**config.mk**
```make
export PLATFORM = sky130hd
export DESIGN_NAME = multicycle_controller_flat
export DESIGN_NICKNAME = d
export VERILOG_FILES = /design/src/rtl/multicycle_controller_if.sv /design/src/rtl/multicycle_controller.sv /design/src/flat_wrapper.sv
export SDC_FILE = /design/constraint.sdc
export NUM_CORES = 1
export LEC_CHECK = 0
export BUFFER_PORTS_ARGS = -buffer_cell sky130_fd_sc_hd__buf_2
export CAP_MARGIN = 20
export CORE_MARGIN = 3
export CORE_UTILIZATION = 50
export CTS_CLUSTER_SIZE = 24
export DETAILED_ROUTE_END_ITERATION = 10
export GPL_ROUTABILITY_DRIVEN = 0
export GPL_TIMING_DRIVEN = 0
export PLACE_DENSITY = 0.91
export SLEW_MARGIN = 10
export SYNTH_ARGS = -nofsm -noshare
export SYNTH_HDL_FRONTEND = slang
export SYNTH_SLANG_ARGS = --single-unit
```
**constraint.sdc**
```tcl
create_clock -name clk -period 4 [get_ports clk]
set_input_delay 0.2 -clock clk [delete_from_list [all_inputs] [get_ports clk]]
set_output_delay 0.2 -clock clk [all_outputs]
set_load 0.03 [all_outputs]
```
**src/rtl/multicycle_controller_if.sv**
```systemverilog
// Control bundle between the multicycle controller (master) and its datapath (slave).
interface multicycle_controller_if;
    logic [6:0] op;
    logic [2:0] funct3;
    logic       funct7b5;
    logic       funct7b0;
    logic       Zero;
    logic       MdDone;
    logic       PCWrite;
    logic       IRWrite;
    logic       RegWrite;
    logic       MemWrite;
    logic       AdrSrc;
    logic [1:0] ResultSrc;
    logic [1:0] ALUSrcA;
    logic [1:0] ALUSrcB;
    logic [1:0] ImmSrc;
    logic [2:0] ALUControl;
    logic       MdStart;

    modport master (
        input  op, funct3, funct7b5, funct7b0, Zero, MdDone,
        output PCWrite, IRWrite, RegWrite, MemWrite, AdrSrc,
        output ResultSrc, ALUSrcA, ALUSrcB, ImmSrc, ALUControl, MdStart
    );

    modport slave (
        output op, funct3, funct7b5, funct7b0, Zero, MdDone,
        input  PCWrite, IRWrite, RegWrite, MemWrite, AdrSrc,
        input  ResultSrc, ALUSrcA, ALUSrcB, ImmSrc, ALUControl, MdStart
    );
endinterface

```
**src/rtl/multicycle_controller.sv**
```systemverilog
// Moore control FSM for a multicycle RV32 datapath with registered state-derived outputs.
// Optional mul/div sequencing (MDWAIT state, MdStart pulse) is enabled by defining MULDIV_EN.
module multicycle_controller (
    input  logic                    clk,
    input  logic                    reset,
    multicycle_controller_if.master bus
);
    localparam logic [6:0] OP_LW  = 7'b0000011;
    localparam logic [6:0] OP_SW  = 7'b0100011;
    localparam logic [6:0] OP_R   = 7'b0110011;
    localparam logic [6:0] OP_I   = 7'b0010011;
    localparam logic [6:0] OP_JAL = 7'b1101111;
    localparam logic [6:0] OP_BEQ = 7'b1100011;

    localparam logic [1:0] AOP_ADD = 2'b00;
    localparam logic [1:0] AOP_SUB = 2'b01;
    localparam logic [1:0] AOP_R   = 2'b10;

    typedef enum logic [3:0] {
        FETCH    = 4'd0,
        DECODE   = 4'd1,
        MEMADR   = 4'd2,
        MEMREAD  = 4'd3,
        MEMWB    = 4'd4,
        MEMWRITE = 4'd5,
        EXECUTER = 4'd6,
        EXECUTEI = 4'd7,
        ALUWB    = 4'd8,
        JAL      = 4'd9,
        BEQ      = 4'd10
`ifdef MULDIV_EN
        , MDWAIT = 4'd11
`endif
    } state_t;

    state_t     state_r;
    state_t     next_state_s;
    state_t     load_state_s;
    logic       irwrite_r, regwrite_r, memwrite_r, adrsrc_r;
    logic       pcupdate_r, branch_r, mdstart_r;
    logic [1:0] resultsrc_r, alusrca_r, alusrcb_r, alu_op_r;
    logic [1:0] immsrc_s;
    logic [2:0] alu_control_s;

    // Next-state selection; illegal encodings fall back to FETCH.
    always_comb begin
        next_state_s = FETCH;
        case (state_r)
            FETCH:    next_state_s = DECODE;
            DECODE: begin
                case (bus.op)
                    OP_LW, OP_SW: next_state_s = MEMADR;
`ifdef MULDIV_EN
                    OP_R:         next_state_s = bus.funct7b0 ? MDWAIT : EXECUTER;
`else
                    OP_R:         next_state_s = bus.funct7b0 ? FETCH : EXECUTER;
`endif
                    OP_I:         next_state_s = EXECUTEI;
                    OP_JAL:       next_state_s = JAL;
                    OP_BEQ:       next_state_s = BEQ;
                    default:      next_state_s = FETCH;
                endcase
            end
            MEMADR:   next_state_s = bus.op[5] ? MEMWRITE : MEMREAD;
            MEMREAD:  next_state_s = MEMWB;
            MEMWB:    next_state_s = FETCH;
            MEMWRITE: next_state_s = FETCH;
            EXECUTER: next_state_s = ALUWB;
            EXECUTEI: next_state_s = ALUWB;
            ALUWB:    next_state_s = FETCH;
            JAL:      next_state_s = ALUWB;
            BEQ:      next_state_s = FETCH;
`ifdef MULDIV_EN
            MDWAIT:   next_state_s = bus.MdDone ? ALUWB : MDWAIT;
`endif
            default:  next_state_s = FETCH;
        endcase
    end

    // Outputs are loaded for the state being entered, so reset loads the FETCH set.
    always_comb begin
        load_state_s = reset ? FETCH : next_state_s;
    end

    // State register plus registered Moore outputs.
    always_ff @(posedge clk) begin
        if (reset) begin
            state_r <= FETCH;
        end else begin
            state_r <= next_state_s;
        end
        irwrite_r   <= 1'b0;
        regwrite_r  <= 1'b0;
        memwrite_r  <= 1'b0;
        adrsrc_r    <= 1'b0;
        pcupdate_r  <= 1'b0;
        branch_r    <= 1'b0;
        mdstart_r   <= 1'b0;
        resultsrc_r <= 2'b00;
        alusrca_r   <= 2'b00;
        alusrcb_r   <= 2'b00;
        alu_op_r    <= AOP_ADD;
        case (load_state_s)
            FETCH: begin
                irwrite_r   <= 1'b1;
                pcupdate_r  <= 1'b1;
                alusrcb_r   <= 2'b10;
                resultsrc_r <= 2'b10;
            end
            DECODE: begin
                alusrca_r <= 2'b01;
                alusrcb_r <= 2'b01;
            end
            MEMADR: begin
                alusrca_r <= 2'b10;
                alusrcb_r <= 2'b01;
            end
            MEMREAD:  adrsrc_r <= 1'b1;
            MEMWB: begin
                resultsrc_r <= 2'b01;
                regwrite_r  <= 1'b1;
            end
            MEMWRITE: begin
                adrsrc_r   <= 1'b1;
                memwrite_r <= 1'b1;
            end
            EXECUTER: begin
                alusrca_r <= 2'b10;
                alu_op_r  <= AOP_R;
            end
            EXECUTEI: begin
                alusrca_r <= 2'b10;
                alusrcb_r <= 2'b01;
                alu_op_r  <= AOP_R;
            end
            ALUWB: begin
                regwrite_r <= 1'b1;
`ifdef MULDIV_EN
                resultsrc_r <= (state_r == MDWAIT) ? 2'b11 : 2'b00;
`endif
            end
            JAL: begin
                alusrca_r  <= 2'b01;
                alusrcb_r  <= 2'b10;
                pcupdate_r <= 1'b1;
            end
            BEQ: begin
                alusrca_r <= 2'b10;
                alu_op_r  <= AOP_SUB;
                branch_r  <= 1'b1;
            end
`ifdef MULDIV_EN
            MDWAIT:   mdstart_r <= (state_r != MDWAIT);
`endif
            default: begin
                irwrite_r   <= 1'b1;
                pcupdate_r  <= 1'b1;
                alusrcb_r   <= 2'b10;
                resultsrc_r <= 2'b10;
            end
        endcase
    end

    // Immediate format is a pure opcode decode.
    always_comb begin
        immsrc_s = 2'b00;
        case (bus.op)
            OP_SW:   immsrc_s = 2'b01;
            OP_BEQ:  immsrc_s = 2'b10;
            OP_JAL:  immsrc_s = 2'b11;
            default: immsrc_s = 2'b00;
        endcase
    end

    // ALU operation; R/I ops decode funct3 with op[5] distinguishing sub from addi.
    always_comb begin
        alu_control_s = 3'b000;
        case (alu_op_r)
            AOP_SUB: alu_control_s = 3'b001;
            AOP_R: begin
                case (bus.funct3)
                    3'b000:  alu_control_s = (bus.op[5] & bus.funct7b5) ? 3'b001 : 3'b000;
                    3'b010:  alu_control_s = 3'b101;
                    3'b110:  alu_control_s = 3'b011;
                    3'b111:  alu_control_s = 3'b010;
                    default: alu_control_s = 3'b000;
                endcase
            end
            default: alu_control_s = 3'b000;
        endcase
    end

    assign bus.PCWrite    = pcupdate_r | (branch_r & bus.Zero);
    assign bus.IRWrite    = irwrite_r;
    assign bus.RegWrite   = regwrite_r;
    assign bus.MemWrite   = memwrite_r;
    assign bus.AdrSrc     = adrsrc_r;
    assign bus.ResultSrc  = resultsrc_r;
    assign bus.ALUSrcA    = alusrca_r;
    assign bus.ALUSrcB    = alusrcb_r;
    assign bus.ImmSrc     = immsrc_s;
    assign bus.ALUControl = alu_control_s;
`ifdef MULDIV_EN
    assign bus.MdStart    = mdstart_r;
`else
    assign bus.MdStart    = 1'b0;
`endif
endmodule

```
**src/flat_wrapper.sv**
```systemverilog
// flat-port wrapper written by rule: the top's interface ports become plain ports
module multicycle_controller_flat 
  (clk, reset, bus_op, bus_funct3, bus_funct7b5, bus_funct7b0, bus_Zero, bus_MdDone, bus_PCWrite, bus_IRWrite, bus_RegWrite, bus_MemWrite, bus_AdrSrc, bus_ResultSrc, bus_ALUSrcA, bus_ALUSrcB, bus_ImmSrc, bus_ALUControl, bus_MdStart);
  multicycle_controller_if bus_i ();
  input  logic clk;
  input  logic reset;
  input wire logic [$bits(bus_i.op)-1:0] bus_op;
  input wire logic [$bits(bus_i.funct3)-1:0] bus_funct3;
  input wire logic [$bits(bus_i.funct7b5)-1:0] bus_funct7b5;
  input wire logic [$bits(bus_i.funct7b0)-1:0] bus_funct7b0;
  input wire logic [$bits(bus_i.Zero)-1:0] bus_Zero;
  input wire logic [$bits(bus_i.MdDone)-1:0] bus_MdDone;
  output wire logic [$bits(bus_i.PCWrite)-1:0] bus_PCWrite;
  output wire logic [$bits(bus_i.IRWrite)-1:0] bus_IRWrite;
  output wire logic [$bits(bus_i.RegWrite)-1:0] bus_RegWrite;
  output wire logic [$bits(bus_i.MemWrite)-1:0] bus_MemWrite;
  output wire logic [$bits(bus_i.AdrSrc)-1:0] bus_AdrSrc;
  output wire logic [$bits(bus_i.ResultSrc)-1:0] bus_ResultSrc;
  output wire logic [$bits(bus_i.ALUSrcA)-1:0] bus_ALUSrcA;
  output wire logic [$bits(bus_i.ALUSrcB)-1:0] bus_ALUSrcB;
  output wire logic [$bits(bus_i.ImmSrc)-1:0] bus_ImmSrc;
  output wire logic [$bits(bus_i.ALUControl)-1:0] bus_ALUControl;
  output wire logic [$bits(bus_i.MdStart)-1:0] bus_MdStart;
  assign bus_i.op = bus_op;
  assign bus_i.funct3 = bus_funct3;
  assign bus_i.funct7b5 = bus_funct7b5;
  assign bus_i.funct7b0 = bus_funct7b0;
  assign bus_i.Zero = bus_Zero;
  assign bus_i.MdDone = bus_MdDone;
  assign bus_PCWrite = bus_i.PCWrite;
  assign bus_IRWrite = bus_i.IRWrite;
  assign bus_RegWrite = bus_i.RegWrite;
  assign bus_MemWrite = bus_i.MemWrite;
  assign bus_AdrSrc = bus_i.AdrSrc;
  assign bus_ResultSrc = bus_i.ResultSrc;
  assign bus_ALUSrcA = bus_i.ALUSrcA;
  assign bus_ALUSrcB = bus_i.ALUSrcB;
  assign bus_ImmSrc = bus_i.ImmSrc;
  assign bus_ALUControl = bus_i.ALUControl;
  assign bus_MdStart = bus_i.MdStart;
  multicycle_controller u_core (.clk(clk), .reset(reset), .bus(bus_i));
endmodule
```
==> results.md <==
* Synthesized area per cell at 8.758 sq um
* Post-route insts no fill at 146
* Chip Height at 47.22 microns
* Num ports at 33
* Clk sinks at 17
* RSZ-0062 raised after global routing: false
* Delay-heaviest family, CP: compound AO/OA/AOI/OAI gates
* Worst min path class: input port to flip-flop
* Max incr delay on CP at around 0.38 ns
* Antenna violations before repair at 0
* Leakage at between 0.0004 and 0.0005 uW
* Synth top area cells: dfxtp_1, a21oi_1, inv_1
* Synth unique cells at 42
* Placed Area at 1015 sq um
* Post-synth ARST share at 0
* WS Path Type: flip-flop to flip-flop
* Buf+Inv Stages, Crit Path at 1
* Area share of fa/ha/maj cells after synthesis at 0.02946
* P per Cell Area at between 300 and 400 nW/um^2
* GRT Resource Usage Total at 0.1882
* DRC violations left at 0
* Slew Limit Fails at 0
* Placed cell count at 142
* Clock Latency Late Sink at 0.30 ns
* H-tree levels at 1
* Fin crit share at 0.4810
* Top cells by count, synth: dfxtp_1, inv_1, nor2_1
* Final min period at 1.924 ns
* Vias per cell at ~5.5
* N_diodes at 0
* Port Buffers at 29
* Starting DRT DRC Count at 6
* Vias in the first global route at 699
* CP Launch Type: flip-flop
* Initial Util at 0.5449
* Die Width at approximately 47 microns
* Global-route wire length before repair at 2932 microns
* Root Buffer: clkbuf_4
* Final Setup Violations at 0
* CP Cell Sequence: buf_6 -> or3b_1 -> a211oi_2 -> o21ai_2 -> or2_1 -> a2111oi_2
* Cell Rows at 14
* CP Data Arrival Time at between 2 and 2.5 ns
* Final Core Density at 0.6685
* Post-synth net total at 115
* Yosys Warn Count at 0
* Final nets at 149
* Via count at roughly 800
* Clock buffer depth at 2
* Seq/Total Area, Yosys at 0.4006
* Die ar. at 2230 sq um
* Critical Path End Type: flip-flop
* Clk pin slew, worst setup/hold paths at ~0.1 ns
* Worst path slowest cell: or3b_1
* WL/cell at 12.98 microns
* Setup bufs post-CTS at 0
* Core area at roughly 1600 sq um
* Layout overhead on the synthesized area at 22.68%
* Area leader, netlist: dfxtp_1
* Top-count cell post-synth: dfxtp_1
* Top fanout value on the critical path at 9
* Mux cell area share after synthesis at 0
* TritonCTS buffer count at 3
* Dpl hpwl at around 1500 microns
* Relative slew slack at 0.4872
* Largest family of logic cells by synthesized area: simple AND/OR/NAND/NOR gates
* Mapped Area at 849.6 sq um
* Post-route ant nets at 0
* CTS tree: yes
* Worst EP required at around 4.2 ns
* Fin Setup TNS at 0 ns
* Total wire length at 1895 microns
* Synth Area in Simple Gates at 0.2577
* Cts repair resizes at 0
* XOR/XNOR Fraction of Synth Area at 0.02062
* Share of post-route cells with drive strength above 1 at 0.3231
* Worst Tran Pin Value at 0.7692 ns
* Largest net degree at the start of global routing at 11
* Gate Count Post-Synth at 97
* Endpoints failing hold at 0
* Seq cells post-synth at 17
* Max rail drop VDD at 212.8 uV
* Total grt overflow at 0
* Clock Skew at roughly 0.0057 ns
* Compound-cell area share of the yosys netlist at 0.2194
* Max Fclk at 0.5197 GHz
* DR pass1 iterations at 4
* Primary FF master, synth: dfxtp_1
* Status: finished, final reports clean
* Max-cap violations at 0
* R2r setup slk at 2.08 ns
* Design area at 1042 sq um
* EDFF count, synth at 0
* Hold-fix buffers, CTS at 0
* Pwr Total at roughly 320 uW
* Top cell type's share of synthesized area at 0.4006
==> routing by layer <==
| layer | global-route usage | share of wire | vias up |
|---|---|---|---|
| met1 | 0.2184 | 0.45 | 369 |
| met3 | 0.05747 | 0.041 | 6 |
| met2 | 0.3209 | 0.50 | 18 |
| met4 | 0.07182 | 0.013 | 0 |
| met5 | 0 | 0 | - |
| li1 | - | - | 408 |
==> sequential cells by signal (all words and copies together), names as in the netlist <==
register / cells
u_core.bus.IRWrite: 1
u_core.branch_r: 1
u_core.pcupdate_r: 1
u_core.bus.ALUSrcA: 2
u_core.bus.MemWrite: 1
u_core.bus.ResultSrc: 2
u_core.state_r: 4
u_core.alu_op_r: 1
u_core.bus.AdrSrc: 1
u_core.bus.ALUSrcB: 2
u_core.bus.RegWrite: 1
==> layout make-up <==
class | count | area (sq um)
buffer | 4 | 27.53
clock buffer | 3 | 22.52
clock inverter | 1 | 5.005
fill | 131 | 516.7
inverter | 8 | 30.03
multi-input combinational | 68 | 451.7
sequential | 17 | 340.3
tap | 16 | 20.02
timing repair buffer | 29 | 145.1
==> placed cells by master (no fill, tap or decap), drive strengths merged, types with 3 or more instances in the layout <==
cell type  instances
a21oi              6
buf               32
clkbuf             4
dfxtp             17
inv                8
nand2              4
nand3              3
nand3b             3
nor2               8
nor3               4
o21ai              6
or3b               3
==> worst reg2reg max path: stages (launching register included) <==
cell and delay, ns:
dfxtp_1 0.32, buf_6 0.13, or3b_1 0.38, a211oi_2 0.23, o21ai_2 0.15, or2_1 0.28, a2111oi_2 0.32
==> through the flow <==
step	hold slack, ns	setup slack, ns
floorplan	0.3988	2.217
global placement	0.5525	2.102
detailed placement	0.5669	2.104
CTS	0.2639	2.065
global route	0.2874	1.953
finish	0.2858	2.076
==> logic make-up (layout without fill, tap and decap cells) <==
logic type,after synthesis,after routing
compound gates,26,26
buf+inv,12,45
xor+xnor,2,2
flops,17,17
fa+ha+maj,2,2
simple gates,37,37
other cells,1,1
==> path summary, 6_finish.rpt <==
| path | from | endpoint | depth (start not counted) |
|---|---|---|---|
| worst max-delay path | u_core.state_r[1] | u_core.branch_r | 6 |
| worst max register to register | u_core.state_r[1] | u_core.branch_r | 6 |
| worst min-delay path | reset | u_core.state_r[0] | 3 |
| worst min register to register | u_core.state_r[1] | u_core.bus.AdrSrc | 3 |
==> where the power goes <==
| group | switching (uW) | internal (uW) |
|---|---|---|
| Clock | 54.7 | 37.3 |
| Sequential | 2.71 | 175 |
| Combinational | 34.0 | 20.1 |
| Total | 91.4 | 233 |
Note: power is estimated with default switching activity, not from simulation.
